**src/rtl/clock_gate_ctrl_pkg.sv**
```systemverilog
// Shared types and widths for the clock-gate controller slice.
// The state encoding is visible on the debug STATE port, so the enum values are fixed.
package clk_gate_pkg;

    localparam int CG_CNT_W  = 8;
    localparam int CG_STAT_W = 16;

    typedef enum logic [1:0] {
        ST_RUN   = 2'd0,
        ST_DRAIN = 2'd1,
        ST_OFF   = 2'd2,
        ST_WAKE  = 2'd3
    } cg_state_e;

    // Terminal count for a phase that lasts n cycles, counting from zero.
    function automatic logic [CG_CNT_W-1:0] cg_last(input int n);
        return CG_CNT_W'(n - 1);
    endfunction

endpackage

```
**src/rtl/clock_gate_ctrl_if.sv**
```systemverilog
// Control/status bundle between the consuming logic and clock_gate_ctrl.
// The sleep_cnt signal exists only when CLK_GATE_STATS_EN is defined.
interface clock_gate_ctrl_if;
    import clk_gate_pkg::*;

    logic       sleep_en;
    logic       activity;
    logic       wake_req;
    logic       cond;
    logic       cond_en;
    logic       ready;
    logic [1:0] state;
`ifdef CLK_GATE_STATS_EN
    logic [CG_STAT_W-1:0] sleep_cnt;

    modport slave  (input  sleep_en, activity, wake_req,
                    output cond, cond_en, ready, state, sleep_cnt);
    modport master (output sleep_en, activity, wake_req,
                    input  cond, cond_en, ready, state, sleep_cnt);
`else
    modport slave  (input  sleep_en, activity, wake_req,
                    output cond, cond_en, ready, state);
    modport master (output sleep_en, activity, wake_req,
                    input  cond, cond_en, ready, state);
`endif

endinterface

```
**src/rtl/cg_sat_counter.sv**
```systemverilog
// Up-counter with synchronous clear (priority) and increment that stops at MAX.
// Shared by the idle, drain, wake and sleep-statistics counters.
module cg_sat_counter #(
    parameter int W   = 8,
    parameter int MAX = 255
) (
    input  logic         clk,
    input  logic         rst,
    input  logic         clr,
    input  logic         inc,
    output logic [W-1:0] count
);

    localparam logic [W-1:0] MAX_V = W'(MAX);

    // NOTE: clocked state uses non-blocking assignments so every flop samples pre-edge values.
    always_ff @(posedge clk or posedge rst) begin
        if (rst) begin
            count <= '0;
        end else if (clr) begin
            count <= '0;
        end else if (inc && (count != MAX_V)) begin
            count <= count + W'(1);
        end
    end

endmodule

```
**src/rtl/clock_gate_ctrl.sv**
```systemverilog
// Idle-detect controller driving COND/COND_EN of a gated-clock primitive; runs on the free clock.
// Define CLK_GATE_STATS_EN to add the saturating sleep-entry counter on bus.sleep_cnt.
module clock_gate_ctrl
    import clk_gate_pkg::*;
#(
    parameter int IDLE_THRESH = 16,
    parameter int DRAIN_CYC   = 4,
    parameter int WAKE_LAT    = 2
) (
    input  logic               clk,
    input  logic               rst,
    clock_gate_ctrl_if.slave   bus
);

    localparam logic [CG_CNT_W-1:0] IDLE_LAST  = cg_last(IDLE_THRESH);
    localparam logic [CG_CNT_W-1:0] DRAIN_LAST = cg_last(DRAIN_CYC);
    localparam logic [CG_CNT_W-1:0] WAKE_LAST  = cg_last(WAKE_LAT);

    cg_state_e           st, st_nxt;
    logic [CG_CNT_W-1:0] idle_cnt, drain_cnt, wake_cnt;
    logic                busy;
    logic                cond_q, cond_en_q, ready_q;
    logic                cond_d, cond_en_d, ready_d;
    logic                idle_clr, idle_inc;
    logic                go_off, go_wake;

    // Any of these keeps the consumer's clock alive.
    assign busy = bus.activity | bus.wake_req | ~bus.sleep_en;

    // ---------------- state register ----------------
    always_ff @(posedge clk or posedge rst) begin
        if (rst) begin
            st <= ST_RUN;
        end else begin
            st <= st_nxt;
        end
    end

    // ---------------- next-state logic ----------------
    always_comb begin
        // NOTE: default first so every path assigns st_nxt and no latch is inferred.
        st_nxt = st;
        unique case (st)
            ST_RUN: begin
                if (!busy && (idle_cnt == IDLE_LAST)) st_nxt = ST_DRAIN;
            end
            ST_DRAIN: begin
                if (busy)                           st_nxt = ST_RUN;
                else if (drain_cnt == DRAIN_LAST)   st_nxt = ST_OFF;
            end
            ST_OFF: begin
                // The entry cycle still carries the gate-off strobe; a wake strobe
                // right behind it would violate the one-cycle COND_EN spacing.
                if (busy && !cond_en_q)             st_nxt = ST_WAKE;
            end
            ST_WAKE: begin
                if (wake_cnt == WAKE_LAST)          st_nxt = ST_RUN;
            end
            default:                                st_nxt = ST_RUN;
        endcase
    end

    // ---------------- output / counter-control logic ----------------
    assign go_off  = (st == ST_DRAIN) && (st_nxt == ST_OFF);
    assign go_wake = (st == ST_OFF)   && (st_nxt == ST_WAKE);

    always_comb begin
        cond_d    = cond_q;
        cond_en_d = 1'b0;
        ready_d   = (st_nxt == ST_RUN);
        if (go_off) begin
            cond_d    = 1'b0;
            cond_en_d = 1'b1;
        end else if (go_wake) begin
            cond_d    = 1'b1;
            cond_en_d = 1'b1;
        end
    end

    assign idle_clr = (st != ST_RUN) || busy;
    assign idle_inc = (st == ST_RUN) && !busy;

    // Reset leaves COND_EN low: the primitive resets itself and needs no strobe.
    always_ff @(posedge clk or posedge rst) begin
        if (rst) begin
            cond_q    <= 1'b1;
            cond_en_q <= 1'b0;
            ready_q   <= 1'b1;
        end else begin
            cond_q    <= cond_d;
            cond_en_q <= cond_en_d;
            ready_q   <= ready_d;
        end
    end

    // ---------------- counters ----------------
    cg_sat_counter #(.W(CG_CNT_W), .MAX(IDLE_THRESH)) u_idle_cnt (
        .clk   (clk),
        .rst   (rst),
        .clr   (idle_clr),
        .inc   (idle_inc),
        .count (idle_cnt)
    );

    cg_sat_counter #(.W(CG_CNT_W), .MAX(DRAIN_CYC - 1)) u_drain_cnt (
        .clk   (clk),
        .rst   (rst),
        .clr   (st != ST_DRAIN),
        .inc   (st == ST_DRAIN),
        .count (drain_cnt)
    );

    cg_sat_counter #(.W(CG_CNT_W), .MAX(WAKE_LAT - 1)) u_wake_cnt (
        .clk   (clk),
        .rst   (rst),
        .clr   (st != ST_WAKE),
        .inc   (st == ST_WAKE),
        .count (wake_cnt)
    );

`ifdef CLK_GATE_STATS_EN
    logic [CG_STAT_W-1:0] stat_cnt;

    cg_sat_counter #(.W(CG_STAT_W), .MAX(65535)) u_stat_cnt (
        .clk   (clk),
        .rst   (rst),
        .clr   (1'b0),
        .inc   (go_off),
        .count (stat_cnt)
    );

    assign bus.sleep_cnt = stat_cnt;
`endif

    assign bus.cond    = cond_q;
    assign bus.cond_en = cond_en_q;
    assign bus.ready   = ready_q;
    assign bus.state   = st;

endmodule
```
**src/flat_wrapper.sv**
```systemverilog
// flat-port wrapper written by rule: the top's interface ports become plain ports
module clock_gate_ctrl_flat import clk_gate_pkg::*;
#(
    parameter int IDLE_THRESH = 16,
    parameter int DRAIN_CYC   = 4,
    parameter int WAKE_LAT    = 2
)
  (clk, rst, bus_sleep_en, bus_activity, bus_wake_req, bus_cond, bus_cond_en, bus_ready, bus_state);
  clock_gate_ctrl_if bus_i ();
  input  logic clk;
  input  logic rst;
  input wire logic [$bits(bus_i.sleep_en)-1:0] bus_sleep_en;
  input wire logic [$bits(bus_i.activity)-1:0] bus_activity;
  input wire logic [$bits(bus_i.wake_req)-1:0] bus_wake_req;
  output wire logic [$bits(bus_i.cond)-1:0] bus_cond;
  output wire logic [$bits(bus_i.cond_en)-1:0] bus_cond_en;
  output wire logic [$bits(bus_i.ready)-1:0] bus_ready;
  output wire logic [$bits(bus_i.state)-1:0] bus_state;
  assign bus_i.sleep_en = bus_sleep_en;
  assign bus_i.activity = bus_activity;
  assign bus_i.wake_req = bus_wake_req;
  assign bus_cond = bus_i.cond;
  assign bus_cond_en = bus_i.cond_en;
  assign bus_ready = bus_i.ready;
  assign bus_state = bus_i.state;
  clock_gate_ctrl #(.IDLE_THRESH(IDLE_THRESH), .DRAIN_CYC(DRAIN_CYC), .WAKE_LAT(WAKE_LAT)) u_core (.clk(clk), .rst(rst), .bus(bus_i));
endmodule
```
**config.mk**
```make
export PLATFORM = sky130hd
export DESIGN_NAME = clock_gate_ctrl_flat
export DESIGN_NICKNAME = d
export VERILOG_FILES = /design/src/rtl/clock_gate_ctrl_pkg.sv /design/src/rtl/clock_gate_ctrl_if.sv /design/src/rtl/cg_sat_counter.sv /design/src/rtl/clock_gate_ctrl.sv /design/src/flat_wrapper.sv
export SDC_FILE = /design/constraint.sdc
export NUM_CORES = 1
export LEC_CHECK = 0
export ABC_AREA = 1
export CORE_MARGIN = 5
export CORE_UTILIZATION = 52
export CTS_CLUSTER_SIZE = 28
export DETAILED_ROUTE_END_ITERATION = 12
export HOLD_SLACK_MARGIN = 0.08
export PLACE_DENSITY = 0.72
export SLEW_MARGIN = 30
export SYNTH_ARGS = -nofsm -noshare
export SYNTH_HDL_FRONTEND = slang
export SYNTH_SLANG_ARGS = --single-unit
```
**constraint.sdc**
```tcl
create_clock -name clk -period 1.1 [get_ports clk]
set_input_delay 0.22 -clock clk [delete_from_list [all_inputs] [get_ports clk]]
set_output_delay 0.22 -clock clk [all_outputs]
set_load 0.02 [all_outputs]
```
==> impl_metrics.yaml, run 1 <==
synth:
  synth_area_per_cell_um2: 8.223
  syn_inst: 187
  synthDistinctLibCells: 24
  synth-warning-count: 0
  synth.net_count: 197
  synth-seq-area-share: 0.4736
  synth_area_um2: 1538
  synth_seq_cells: 29
place:
  place_area_um2: 1874
  placedCellCount: 251
  dpl.hpwl_um: 2429
  gp_congestion: 0.8226
  port_buffers: 9
global_routing:
  grt_max_degree: 30
  antenna_found_initial: 0
  grt_pass1_vias: 1533
  grt_overflow_total: 0
  grt_pass1_wl_um: 6734
  grtUsageTotal: 0.2119
setup_path:
  r2r-end: "u_core.bus.ready$_DFF_PP1_"
  arrival_ns: 1.70
  path_buf_inv: 1
  crit_path_top_delay_cell: "dfrtp_1"
  cp.required_ns: 1.38
  cp_top_family: "simple AND/OR/NAND/NOR gates"
  worstSetupPathDepth: 7
  startpoint_type: "flip-flop"
  crit_start: "u_core.u_drain_cnt.count[1]$_DFFE_PP0P_"
  ff2ff_path_depth: 7
  cp_max_fo: 4
  cp-endpoint: "u_core.bus.ready$_DFF_PP1_"
  crit_chain: "ha_4 -> inv_2 -> nor2_2 -> nand2_2 -> o21ai_2 -> nand4_4 -> nor2_2"
  reg2reg_slack_ns: -0.32
  worstReg2RegStart: "u_core.u_drain_cnt.count[1]$_DFFE_PP0P_"
  cp_common_cell: "nor2_2"
  crit_path_end_kind: "flip-flop"
  slowest_delay_ns: 0.42
  crit_type: "flip-flop to flip-flop"
floorplanning:
  dieWidth_um: 64.38
  start_util: 0.5482
  fp.dieArea_um2: 4145
  rows: 19
  chipHeight_um: 64.38
  core-area_um2: 2805
  ios: 10
timing:
  slew_headroom: 0.7998
  hold_viol: 0
  rsz0062_at_grt: "true"
  setup_viol: 30
  setup_ws_ns: -0.3160
  finalCritPeriodShare: 1.287
  worstMarginPinSlew_ns: 0.2993
  fmax_mhz: 706.2
  fin_crit_ns: 1.416
  finalMaxSlewViolations: 0
  clock-skew-final_ns: 0.02203
clock_tree:
  cts_inserted_buffers: 5
  cts-root-buf: "clkbuf_4"
  cts_sinks: 29
  clock_latency_ns: 0.34
  cts_buffer_depth: 2
  cts.clk_slew.worst_paths_ns: 0.11
  cts_tree: "done"
  cts_max_level: 2
outcome:
  status: "finished with violations"
  violations: "negative setup slack"
pwr:
  p_leak_nw: 1.071
  powerDensity_nw_per_um2: 776.2
  peakVddDrop_v: 0.0007371
routing:
  ant_nets: 0
  drc: 0
  vias_per_cell: 5.996
  drt_first_pass_iters: 4
  vias: 1643
  wl_um: 5290
  wl_per_cell_um: 19.31
  drt_iter0_drc: 147
layout:
  n_antenna_cell: 0
  finalNetCount: 252
  n_fill_cell: 103
  final_area_um2: 2506
  syn_to_final_growth_pct: 62.98
  drive_above_1_share: 0.6214
  stdcell_count: 274
hold_path:
  hp-class: "primary input to asynchronous set/reset pin"
run:
  cap_violations: 0
==> metal layers <==
layer,share of wire,global-route usage
met1,0.39,0.2558
met3,0.051,0.06130
met5,0,0
met2,0.51,0.3570
met4,0.048,0.08179
==> Yosys cell counts <==
cell type | n | area (µm²)
ha_1 | 5 | 62.56
inv_1 | 22 | 82.58
nand3_2 | 3 | 30.03
nor4_1 | 1 | 6.260
o21ai_0 | 5 | 25.02
nor2_2 | 8 | 50.05
nand2_1 | 32 | 120.1
nor2_8 | 1 | 20.02
nand4_2 | 1 | 12.51
o21ai_1 | 8 | 40.04
o21ai_2 | 1 | 8.760
dfstp_2 | 2 | 52.55
o31ai_1 | 1 | 7.510
inv_2 | 8 | 30.03
xor2_1 | 3 | 26.28
nand4_1 | 3 | 18.77
nand2_2 | 5 | 31.28
nor2_4 | 1 | 11.26
nand3_1 | 9 | 45.04
nor2_1 | 21 | 78.83
dfrtp_1 | 27 | 675.7
a31oi_1 | 2 | 12.51
a21oi_1 | 13 | 65.06
nor3_1 | 5 | 25.02
==> layout make-up <==
class	count	area (µm²)	area share
Multi-Input combinational cell	129	1090	0.4349
Sequential cell	29	735.7	0.2936
Timing Repair Buffer	47	446.7	0.1782
Inverter	30	125.1	0.04993
Clock buffer	7	65.06	0.02596
Tap cell	31	38.79	0.01548
Clock inverter	1	5.005	0.001997
==> placed cells by master (no fill, tap or decap), drive strengths merged <==
master,instances
buf,43
nand2,37
nor2,32
inv,30
dfrtp,27
o21ai,14
a21oi,13
nand3,12
clkbuf,7
ha,5
nor3,5
clkdlybuf4s50,4
nand4,4
xor2,3
a31oi,2
dfstp,2
o31ai,1
nor4,1
clkinv,1
==> state kept, by name, summed over array words and instances (netlist names) <==
register and count:
u_core.u_idle_cnt.count 8, u_core.bus.ready 1, u_core.u_wake_cnt.count 8, u_core.bus.state 2, u_core.bus.cond 1, u_core.bus.cond_en 1
u_core.u_drain_cnt.count 8
==> worst min-delay path by stage <==
stage	cells past startpoint	endpoint	start
after global routing	3	u_core.u_drain_cnt.count[3]$_DFFE_PP0P_	rst
final	3	u_core.u_wake_cnt.count[4]$_DFFE_PP0P_	rst
after detailed placement	1	u_core.u_wake_cnt.count[6]$_DFFE_PP0P_	u_core.u_wake_cnt.count[6]$_DFFE_PP0P_
after floorplan	1	u_core.bus.cond_en$_DFF_PP0_	rst
after global placement	1	u_core.u_wake_cnt.count[6]$_DFFE_PP0P_	u_core.u_wake_cnt.count[6]$_DFFE_PP0P_
after CTS	3	u_core.u_wake_cnt.count[3]$_DFFE_PP0P_	rst
==> timing repair <==
| action | in CTS | in global routing |
|---|---|---|
| endpoints found under the setup margin | 28 | 34 |
| cloned | 1 | 0 |
| gates resized for setup | 71 | 72 |
| pin swaps | 18 | 32 |
| setup buffers | 7 | 8 |
| hold buffers | 0 | 0 |
==> power breakdown <==
group	internal (mW)	leakage (nW)	switching (mW)
clock network	0.370	0.0413	0.405
registers	1.07	0.388	0.00366
logic	0.0467	0.641	0.0524
==> logic make-up after synthesis <==
group | Yosys count | synth area share
buffers and inverters | 30 | 0.07323
flip-flops | 29 | 0.4736
XOR/XNOR | 3 | 0.01709
adder cells (fa/ha/maj) | 5 | 0.04068
AO/OA/AOI/OAI | 30 | 0.1033
AND/OR/NAND/NOR | 90 | 0.2921
==> per-stage QoR <==
| stage | TNS, ns | setup WS [ns] | power, mW | util | hold WS [ns] |
|---|---|---|---|---|---|
| final | -3.780 | -0.3160 | 1.945 | 0.8934 | 0.2131 |
| after global routing | -5.598 | -0.3799 | 2.030 | 0.8934 | 0.2074 |
| after floorplan | -0.2184 | -0.1028 | 1.121 | - | 0.2965 |
| after global placement | -3.594 | -0.2507 | 1.155 | 0.6682 | 0.4758 |
| after detailed placement | -4.395 | -0.3152 | 1.157 | 0.6682 | 0.4855 |
| after CTS | -2.270 | -0.1830 | 1.924 | 0.7743 | 0.2169 |
==> worst min-delay path: cells and delay by family <==
family / cells / cell delay, ns
buffers and inverters: 3 / 0.69
Power figures use the tool's default switching activity.
==> run 2, diff against run 1 <==
- CORE_UTILIZATION: 52 -> 57
- CTS_CLUSTER_DIAMETER: unset -> 100
- PLACE_DENSITY: 0.72 -> 0.75
- SLEW_MARGIN: 30 -> unset
- clock period: 1.1 -> 1.6 ns (I/O delays scaled with it)
==> run 2 against run 1 <==
Net effect: the run now ends clean; non-clock buffer count decreased by 36; critical path depth shrank 6; via count down 23%; first-iteration DRC count is 58% lower; wire length fell by 45%; combinational power down 61%; cell count fell by 14%; power shrank 37%; sequential power decreased by 31%; largest cell class is now sequential cells.
==> impl_metrics.yaml, run 2 (synthesized netlist as in run 1, its figures left out) <==
floorplanning:
  fp.dieArea_um2: 3837
  ios: 10
  start_util: 0.6096
  chipHeight_um: 61.94
  rows: 18
  core-area_um2: 2522
  dieWidth_um: 61.94
global_routing:
  grt_overflow_total: 0
  grt_pass1_vias: 1261
  grtUsageTotal: 0.1895
  grt_pass1_wl_um: 5292
  grt_max_degree: 30
  antenna_found_initial: 0
hold_path:
  hp-class: "primary input to asynchronous set/reset pin"
layout:
  top_regs: "u_core.u_drain_cnt.count: 8 flops, u_core.u_idle_cnt.count: 8 flops, u_core.u_wake_cnt.count: 8 flops"
  syn_to_final_growth_pct: 12.45
  multi_input_area_um2: 696.9
  n_fill_cell: 220
  drive_above_1_share: 0.1854
  fin_util: 0.6855
  final_area_um2: 1729
  layout.cells.most_common: "nand2_1"
  most-common-layout-cells: "nand2_1 (32), dfrtp_1 (27), inv_1 (22)"
  stdcell_count: 235
  n_antenna_cell: 0
  seq_area_um2: 728.2
  finalNetCount: 215
setup_path:
  crit_path_end_kind: "primary output"
  crit_chain: "dlygate4sd2_1"
  cp_max_fo: 1
  arrival_ns: 1.19
  startpoint_type: "flip-flop"
  cp_top_family: "flip-flops"
  crit_path_top_delay_cell: "dfstp_2"
  crit_type: "flip-flop to primary output"
  path_buf_inv: 1
  slowest_delay_ns: 0.53
  cp.required_ns: 1.28
place:
  gp_congestion: 0.7860
  dp_slack_ns: 0.1117
  placedCellCount: 228
  port_buffers: 9
  dpl.hpwl_um: 2162
  place_area_um2: 1680
timing:
  setup_tns_ns: 0
  finalMaxSlewViolations: 0
  fin_crit_ns: 1.505
  timing.hold.ws_ns: 0.3651
  rsz0062_at_grt: "false"
  slew_headroom: 0.7581
  hold_viol: 0
  setup_ws_ns: 0.09488
  clock-skew-final_ns: 0.01078
  fmax_mhz: 664.4
  setup_viol: 0
  finalCritPeriodShare: 0.9407
  worstMarginPinSlew_ns: 0.3628
run:
  cap_violations: 0
routing:
  vias_per_cell: 5.362
  drc: 0
  wl_per_cell_um: 12.36
  wl_um: 2905
  drt_iter0_drc: 62
  ant_nets: 0
  drt_first_pass_iters: 6
  vias: 1260
pwr:
  powerDensity_nw_per_um2: 710.2
  p_leak_nw: 0.8239
  report.power.total_mw: 1.228
  peakVddDrop_v: 0.0006459
clock_tree:
  cts_tree: "done"
  cts_sinks: 29
  clock_latency_ns: 0.32
  cts_inserted_buffers: 5
  cts.clk_slew.worst_paths_ns: 0.09
  cts_buffer_depth: 2
  cts-root-buf: "clkbuf_4"
  cts_max_level: 2
  cts_setup_buffers: 0
outcome:
  status: "finished, final reports clean"
==> run 2: cell count changes in the layout (fill, tap and decap cells not counted), moves of 7 or more <==
cell	before	now
buf_6	19	0
buf_4	23	2
nand3_1	0	9
a21oi_1	5	13
a21oi_2	8	0
nor2_4	9	1
inv_1	15	22
nand2_1	18	32
nand2_2	12	5
==> run 2: worst paths after layout <==
check                                                   startpoint  slack, ns                                      end  cells after the start
setup reg to reg           u_core.u_drain_cnt.count[0]$_DFFE_PP0P_       0.20  u_core.u_drain_cnt.count[0]$_DFFE_PP0P_                      7
min in group clk            u_core.u_wake_cnt.count[6]$_DFFE_PP0P_       0.52   u_core.u_wake_cnt.count[6]$_DFFE_PP0P_                      1
setup / recovery                        u_core.bus.ready$_DFF_PP1_       0.09                                bus_ready                      1
hold / removal                                                 rst       0.37   u_core.u_wake_cnt.count[7]$_DFFE_PP0P_                      3
max in group asynchronous                                      rst       0.91              u_core.bus.cond$_DFFE_PP1P_                      3
hold reg to reg             u_core.u_wake_cnt.count[6]$_DFFE_PP0P_       0.52   u_core.u_wake_cnt.count[6]$_DFFE_PP0P_                      1
==> run 2: power breakdown <==
part / total (mW) / internal, mW / switching, mW
combinational: 0.0388 / 0.0149 / 0.0239
clock: 0.454 / 0.207 / 0.247
sequential: 0.735 / 0.734 / 0.00101
==> run 2: layout make-up <==
type,count,area share
clock buffer,7,0.03184
inverter,30,0.06512
multi-input combinational,128,0.4030
sequential,29,0.4211
tap,30,0.02171
timing repair buffer,11,0.05716
==> run 2: what timing repair did <==
action	4_1_cts	5_1_grt
gates resized for setup	5	0
hold buffers	0	0
endpoints found under the setup margin	5	0
==> run 2: metal layers <==
layer / vias up / part of all wire / track usage
li1: 635 / - / -
met1: 604 / 0.45 / 0.2243
met2: 17 / 0.51 / 0.3210
met3: 4 / 0.036 / 0.05579
met4: 0 / 0.010 / 0.07576
met5: - / 0 / 0
